--- config.mk ---
export PLATFORM = sky130hd
export DESIGN_NAME = free_list_mp
export DESIGN_NICKNAME = d
export VERILOG_FILES = /design/src/rtl/free_list_mp.sv
export SDC_FILE = /design/constraint.sdc
export NUM_CORES = 1
export LEC_CHECK = 0
export CAP_MARGIN = 0
export CORE_MARGIN = 5
export CORE_UTILIZATION = 40
export DETAILED_ROUTE_END_ITERATION = 10
export PLACE_DENSITY_LB_ADDON = 0.2
export RECOVER_POWER = 50
export SLEW_MARGIN = 20
export SYNTH_ARGS = -nofsm -noshare
export SYNTH_HDL_FRONTEND = slang
export SYNTH_SLANG_ARGS = --single-unit
--- constraint.sdc ---
create_clock -name clk -period 12.35 [get_ports clk]
set_input_delay 1.8525 -clock clk [delete_from_list [all_inputs] [get_ports clk]]
set_output_delay 1.8525 -clock clk [all_outputs]
set_load 0.01 [all_outputs]
--- src/rtl/free_list_mp.sv ---
// ---------------------------------------------------------------------------
// free_list_mp
//   Multi-port physical-register free list for the rename stage.
//   A circular buffer of free preg tags.  Each cycle up to WIDTH tags can be
//   allocated (dequeued) and up to WIDTH tags can be freed (enqueued).
//   Reset pre-loads every non-architectural preg (NUM_AREGS..NUM_PREGS-1).
//
//   Optional feature, enabled by defining FREE_LIST_CKPT_EN:
//     one head-pointer snapshot for branch-mispredict recovery
//     (ckpt_save / ckpt_restore ports).
//
// Parameters
//   NUM_PREGS  buffer depth = number of physical registers (power of two)
//   NUM_AREGS  number of architectural registers mapped at reset
//   WIDTH      number of dequeue ports = number of enqueue ports (1..4)
//
// Ports
//   clk           clock, all state updates on posedge
//   reset_n       synchronous active-low reset
//   deq_req       per-port allocation request
//   deq_valid     registered, port i was granted in the previous cycle
//   deq_pr        registered packed tags, port i at [i*PW +: PW], 0 if not valid
//   enq_en        per-port free request
//   enq_pr        packed tags being freed, port i at [i*PW +: PW]
//   enq_ack       registered, port i was accepted in the previous cycle
//   free_count    registered number of free tags (0..NUM_PREGS)
//   overflow_err  sticky, set when an enqueue is dropped; cleared by reset
//   ckpt_save     (FREE_LIST_CKPT_EN) snapshot head after this cycle's grants
//   ckpt_restore  (FREE_LIST_CKPT_EN) roll head back to the snapshot
//
// Handshake: deq_req and enq_en are fire-and-forget requests sampled at the
// posedge; there is no ready.  The outcome of a request is reported exactly
// one cycle later on deq_valid / enq_ack for the same port.  A request that
// is not granted (deq) or not accepted (enq) is simply lost and must be
// re-issued by the caller if still wanted.
// ---------------------------------------------------------------------------
module free_list_mp #(
   parameter int NUM_PREGS = 64,
   parameter int NUM_AREGS = 32,
   parameter int WIDTH     = 2,
   localparam int PW       = $clog2(NUM_PREGS)
) (
   input  logic                clk,
   input  logic                reset_n,
   input  logic [WIDTH-1:0]    deq_req,
   output logic [WIDTH-1:0]    deq_valid,
   output logic [WIDTH*PW-1:0] deq_pr,
   input  logic [WIDTH-1:0]    enq_en,
   input  logic [WIDTH*PW-1:0] enq_pr,
   output logic [WIDTH-1:0]    enq_ack,
   output logic [PW:0]         free_count,
   output logic                overflow_err
`ifdef FREE_LIST_CKPT_EN
   ,
   input  logic                ckpt_save,
   input  logic                ckpt_restore
`endif
);

   localparam int CW       = PW + 1;   // count width, holds 0..NUM_PREGS
   localparam int XW       = PW + 2;   // headroom for capacity arithmetic
   localparam int NUM_INIT = NUM_PREGS - NUM_AREGS;

   // ------------------------------------------------------------------
   // State
   // ------------------------------------------------------------------
   logic [PW-1:0]       mem_q [NUM_PREGS];
   logic [PW-1:0]       mem_d [NUM_PREGS];
   logic [PW-1:0]       head_q, head_d;
   logic [PW-1:0]       tail_q, tail_d;
   logic [CW-1:0]       count_q, count_d;
   logic [WIDTH-1:0]    deq_valid_q, deq_valid_d;
   logic [WIDTH*PW-1:0] deq_pr_q, deq_pr_d;
   logic [WIDTH-1:0]    enq_ack_q, enq_ack_d;
   logic                overflow_q, overflow_d;

   logic                restore_i;

`ifdef FREE_LIST_CKPT_EN
   logic [PW-1:0]       ckpt_head_q, ckpt_head_d;
   logic [PW-1:0]       restore_diff;
   logic                save_i;

   assign save_i    = ckpt_save;
   assign restore_i = ckpt_restore;
`else
   assign restore_i = 1'b0;
`endif

   // ------------------------------------------------------------------
   // Next-state logic
   // ------------------------------------------------------------------
   logic [XW-1:0] req_seen;
   logic [XW-1:0] en_seen;
   logic [XW-1:0] n_grant;
   logic [XW-1:0] n_acc;
   logic [XW-1:0] cap;
   logic [XW-1:0] count_ext;
   logic [PW-1:0] rd_ptr;
   logic [PW-1:0] wr_ptr;

   always_comb begin
      mem_d       = mem_q;
      deq_valid_d = '0;
      deq_pr_d    = '0;
      enq_ack_d   = '0;
      overflow_d  = overflow_q;
      req_seen    = '0;
      en_seen     = '0;
      n_grant     = '0;
      n_acc       = '0;
      rd_ptr      = head_q;
      wr_ptr      = tail_q;
      count_ext   = XW'(count_q);

      // Dequeue: the k-th requesting port (in port order) is granted when
      // k <= count at the start of the cycle.  Grants therefore form a
      // prefix of the requesters and take consecutive entries from head.
      // A restore cancels every allocation this cycle.
      for (int i = 0; i < WIDTH; i++) begin
         if (deq_req[i] && !restore_i) begin
            req_seen = req_seen + XW'(1);
            if (req_seen <= count_ext) begin
               deq_valid_d[i]        = 1'b1;
               deq_pr_d[i*PW +: PW]  = mem_q[rd_ptr];
               rd_ptr                = rd_ptr + PW'(1);
               n_grant               = n_grant + XW'(1);
            end
         end
      end

      // Enqueue: slots vacated by this cycle's grants are reusable now,
      // because reads above use the pre-update array (no bypass).
      cap = XW'(NUM_PREGS) - count_ext + n_grant;
      for (int i = 0; i < WIDTH; i++) begin
         if (enq_en[i]) begin
            en_seen = en_seen + XW'(1);
            if (en_seen <= cap) begin
               enq_ack_d[i]  = 1'b1;
               mem_d[wr_ptr] = enq_pr[i*PW +: PW];
               wr_ptr        = wr_ptr + PW'(1);
               n_acc         = n_acc + XW'(1);
            end else begin
               overflow_d = 1'b1;
            end
         end
      end

      head_d  = rd_ptr;
      tail_d  = wr_ptr;
      count_d = CW'(count_ext - n_grant + n_acc);

`ifdef FREE_LIST_CKPT_EN
      ckpt_head_d  = ckpt_head_q;
      restore_diff = wr_ptr - ckpt_head_q;
      if (restore_i) begin
         // Everything from the snapshot up to the new tail is free again.
         // Equal pointers mean either completely full or completely empty;
         // the list cannot become empty by restoring unless it already was.
         head_d = ckpt_head_q;
         if (restore_diff == '0) begin
            count_d = ((count_ext + n_acc) != '0) ? CW'(NUM_PREGS) : '0;
         end else begin
            count_d = CW'(restore_diff);
         end
      end else if (save_i) begin
         ckpt_head_d = rd_ptr;
      end
`endif
   end

   // ------------------------------------------------------------------
   // Registers
   // ------------------------------------------------------------------
   always_ff @(posedge clk) begin
      if (!reset_n) begin
         for (int k = 0; k < NUM_PREGS; k++) begin
            mem_q[k] <= (k < NUM_INIT) ? PW'(NUM_AREGS + k) : '0;
         end
         head_q      <= '0;
         tail_q      <= PW'(NUM_INIT);
         count_q     <= CW'(NUM_INIT);
         deq_valid_q <= '0;
         deq_pr_q    <= '0;
         enq_ack_q   <= '0;
         overflow_q  <= 1'b0;
`ifdef FREE_LIST_CKPT_EN
         ckpt_head_q <= '0;
`endif
      end else begin
         mem_q       <= mem_d;
         head_q      <= head_d;
         tail_q      <= tail_d;
         count_q     <= count_d;
         deq_valid_q <= deq_valid_d;
         deq_pr_q    <= deq_pr_d;
         enq_ack_q   <= enq_ack_d;
         overflow_q  <= overflow_d;
`ifdef FREE_LIST_CKPT_EN
         ckpt_head_q <= ckpt_head_d;
`endif
      end
   end

   assign deq_valid    = deq_valid_q;
   assign deq_pr       = deq_pr_q;
   assign enq_ack      = enq_ack_q;
   assign free_count   = count_q;
   assign overflow_err = overflow_q;

endmodule

==> run_results.csv <==
group,metric,value,unit
drt,dr_total_vias,25600,
cells_and_area,multi_input_area,0.0182,mm²
synth,synth_top_family_by_area,"multiplexers",
critical_path,startpoint_type,"input port",
job,max_cap_viol_count,7,
drt,drt_iter0_markers,3628,
sta,rsz0062_at_grt,"false",
cells_and_area,layout.nets,2945,
place,dpl_cell_area,0.0290,mm²
cells_and_area,stdcell_area,0.0307,mm²
drt,viasPerCell,6.61,
synth,syn-cell-area,0.0278,mm²
critical_path,worstSetupPathType,"input port to flop",
synth,synthXorXnorAreaFrac,0.881,%
drt,drc,0,
cts,clock_path_buffers,3,
sta,tightestPinTransition,3700,ps
cts,numClockSinks,420,
synth,yosysTopAreaCell,"dfxtp_1",
power_and_ir_drop,p_per_area,163,mW/mm²
cts,cts_tree,"done",
cts,htree_num_levels,2,
cts,postCtsSetupBuffers,0,
synth,syn_nets,3078,
synth,synth-compound-area-share,11.6,%
synth,ys_types,76,
cells_and_area,drive_above_1_share,21.1,%
place,dp_slack,3420,ps
synth,synth_mux_area_share,35.8,%
synth,async_flop_share,0,%
synth,synth_top_flop_cell,"dfxtp_1",
critical_path,worstRegToRegCells,22,
floorplanning,coreArea,0.0688,mm²
run_status,violations,"max-capacitance violations, max-slew violations",
sta,setup_ws,2170,ps
sta,hold_viol,0,
sta,fin_crit_sh,82.5,%
synth,yosys.area.top_type_share,30.2,%
synth,syn_avg_cell_area,9.18,µm²
sta,period_needed,10180,ps
global_routing,gr-total-overflow,0,
synth,ys_warn_count,0,
global_routing,grt_pass1_vias,24500,
critical_path,cp_max_fo,29,
critical_path,r2r-start,"free_count[3]",
global_routing,antenna_found_initial,4,
cells_and_area,postLayoutCoreUtil,44.6,%
floorplanning,io_pins,42,
synth,synth_edf_count,0,
drt,wl_per_cell,30.6,µm
synth,synth-simple-area-share,15.6,%
cts,ctsResizeCount,0,
worst_hold_path,min-delay-start,"overflow_err",
floorplanning,die_area,0.0749,mm²
cells_and_area,num-fill-cells,6597,
floorplanning,row_count,96,
sta,max_freq,98.2,MHz
cells_and_area,area_growth_syn_to_layout,10.3,%
sta,setup_viol,0,
critical_path,endpoint_kind,"flop",
cts,clock_tree.root_cell,"clkbuf_16",
drt,drt_first_pass_iters,6,
critical_path,cp.required,12850,ps
sta,report.final.slew_viol_count,203,
floorplanning,start_util,40.4,%
sta,holdWs,485,ps
synth,synthCells,3031,
synth,synth_area_leaders,"dfxtp_1 (30%), mux2i_1 (13%), mux2_2 (12%)",
drt,wl,119000,µm
worst_hold_path,holdPathStages,2,
sta,fin_skew,21.2,ps
run_status,status,"finished with violations",
cells_and_area,seq_area,0.00841,mm²
place,io_buffer_count,41,
critical_path,worstPathArrival,10680,ps
sta,tns,0,ps
drt,postRouteAntennaNets,0,
global_routing,grt_start_max_net_pins,182,
critical_path,ff2ff_setup_slack,2300,ps
power_and_ir_drop,ir_drop,0.000119,V
cts,clkTransAtPathRegs,60,ps
worst_hold_path,holdPathEnd,"overflow_err",
floorplanning,fp.dieH,274,µm
place,gp_congestion,1.01,
global_routing,grt_usage,30.6,%
critical_path,r2r-end,"mem_q[212]",
synth,ys_ff_latch,420,
worst_hold_path,hold_class,"flop to flop",
power_and_ir_drop,leakage,11.4,nW
synth,yosysSeqAreaShare,30.2,%
place,hpwl,77200,µm
cts,clk_latency,620,ps
synth,synthAdderAreaFrac,1.38,%
floorplanning,die_x,274,µm
global_routing,grt_pass1_wl,172000,µm
sta,relSlewSlack,-148,%
cts,postCtsHoldBufs,0,
cts,cts_made_buffers,50,
-- worst max-delay path: stages --
cell           delay (ps)
dlygate4sd3_1        1030
o21ai_0              1110
inv_1                 620
ha_1                  320
nand2_1                60
o21ai_0               110
inv_1                 180
ha_1                  160
inv_1                  50
fa_1                  490
nand3_1               150
mux2_1                160
o22a_1                460
o21ai_0               210
buf_4                 320
a21boi_4              340
inv_1                 290
nor3_1               1580
nand2_1               680
mux2_2                470
-- cell type report --
cell class	instances	area share, %
sequential	420	27.4
multi-input combinational	2281	59.4
tap	931	3.80
clock inverter	24	1.22
timing repair buffer	112	2.98
antenna	3	0.0245
inverter	33	0.416
clock buffer	68	4.79
-- cell usage in the layout, fill, tap and decap left out, types with 48 or more instances in the layout --
| cell | Yosys | routed |
|---|---|---|
| dfxtp_1 | 420 | 418 |
| o21ai_0 | 92 | 93 |
| mux4_2 | 128 | 128 |
| nand2_1 | 451 | 448 |
| mux2_2 | 296 | 295 |
| nand3_1 | 176 | 177 |
| nor2_1 | 110 | 110 |
| clkbuf_16 | 0 | 51 |
| buf_4 | 0 | 61 |
| a21oi_1 | 87 | 87 |
| nor3_1 | 47 | 48 |
| mux2i_1 | 373 | 373 |
-- where the power goes --
| group | switching (mW) | leakage [nW] | internal [mW] | total [mW] |
|---|---|---|---|---|
| logic | 1.23 | 7.08 | 0.615 | 1.84 |
| clock network | 0.643 | 0.923 | 1.04 | 1.68 |
| registers | 0.0783 | 3.40 | 1.41 | 1.49 |
| total | 1.95 | 11.4 | 3.06 | 5.01 |
-- cells in the mapped netlist, types with 5 or more instances --
library cell,count
a32oi_1,17
mux2i_1,373
xnor2_1,22
a31oi_1,40
ha_1,26
o31ai_1,36
buf_2,30
mux2_2,296
nor2b_1,33
mux4_2,128
inv_1,31
nor3_2,6
o22ai_1,28
dfxtp_1,420
nor2_1,110
nor4_1,16
o211ai_1,17
or3_1,7
and2_1,17
a221oi_1,7
clkbuf_1,231
or4_1,7
o21ai_0,92
a2111oi_0,16
nand3_1,176
buf_1,36
a211o_1,6
nand2_1,451
and3_1,38
o2111ai_1,7
nor2_2,5
nor3_1,47
xor2_1,6
a21oi_1,87
a211oi_1,43
o311ai_0,6
a311oi_1,13
nand4_1,12
o221ai_1,8
nand2b_1,16
-- per-layer routing --
metal  global-route usage [%]  part of all wire (%)  wire length [µm]
met1                     39.8                    39             45900
met2                     46.9                    43             51400
met3                     7.48                    11             13200
met4                     16.2                   6.8              8080
met5                        0                 0.023                27
-- stage by stage --
step                      instances  power [mW]
final                          3872        5.01
after detailed placement       3777        3.27
after global routing           3870        5.14
after floorplan                3031        2.61
after CTS                      3869        4.95
after global placement         3777        3.26
-- worst max-delay path by stage --
stage | from | end | slack, ps | cells past startpoint
floorplan | deq_req[0] | free_count[6] | 4970 | 34
global placement | deq_req[0] | mem_q[256] | 3630 | 20
detailed placement | deq_req[0] | mem_q[256] | 3420 | 20
CTS | deq_req[0] | mem_q[254] | 4060 | 20
global route | deq_req[0] | mem_q[214] | 1950 | 20
finish | deq_req[0] | mem_q[212] | 2170 | 20
-- state kept, by name (all words and copies together) (netlist names) --
| signal | count |
|---|---|
| mem_q | 384 |
| head_q | 6 |
| tail_q | 6 |
| deq_pr | 12 |
| deq_valid | 2 |
| free_count | 7 |
| enq_ack | 2 |
| overflow_err | 1 |
-- kinds of logic (layout without fill, tap and decap cells) --
logic type | after synthesis | count (layout)
xor gates and xnor gates | 28 | 28
DFF | 420 | 420
and+or+nand+nor | 955 | 955
other | 0 | 3
muxes | 797 | 797
buffers and inverters | 330 | 237
AOI/OAI and AO/OA | 472 | 472
adders and majority gates | 29 | 29
No activity file was read; power rests on OpenSTA's default activity.
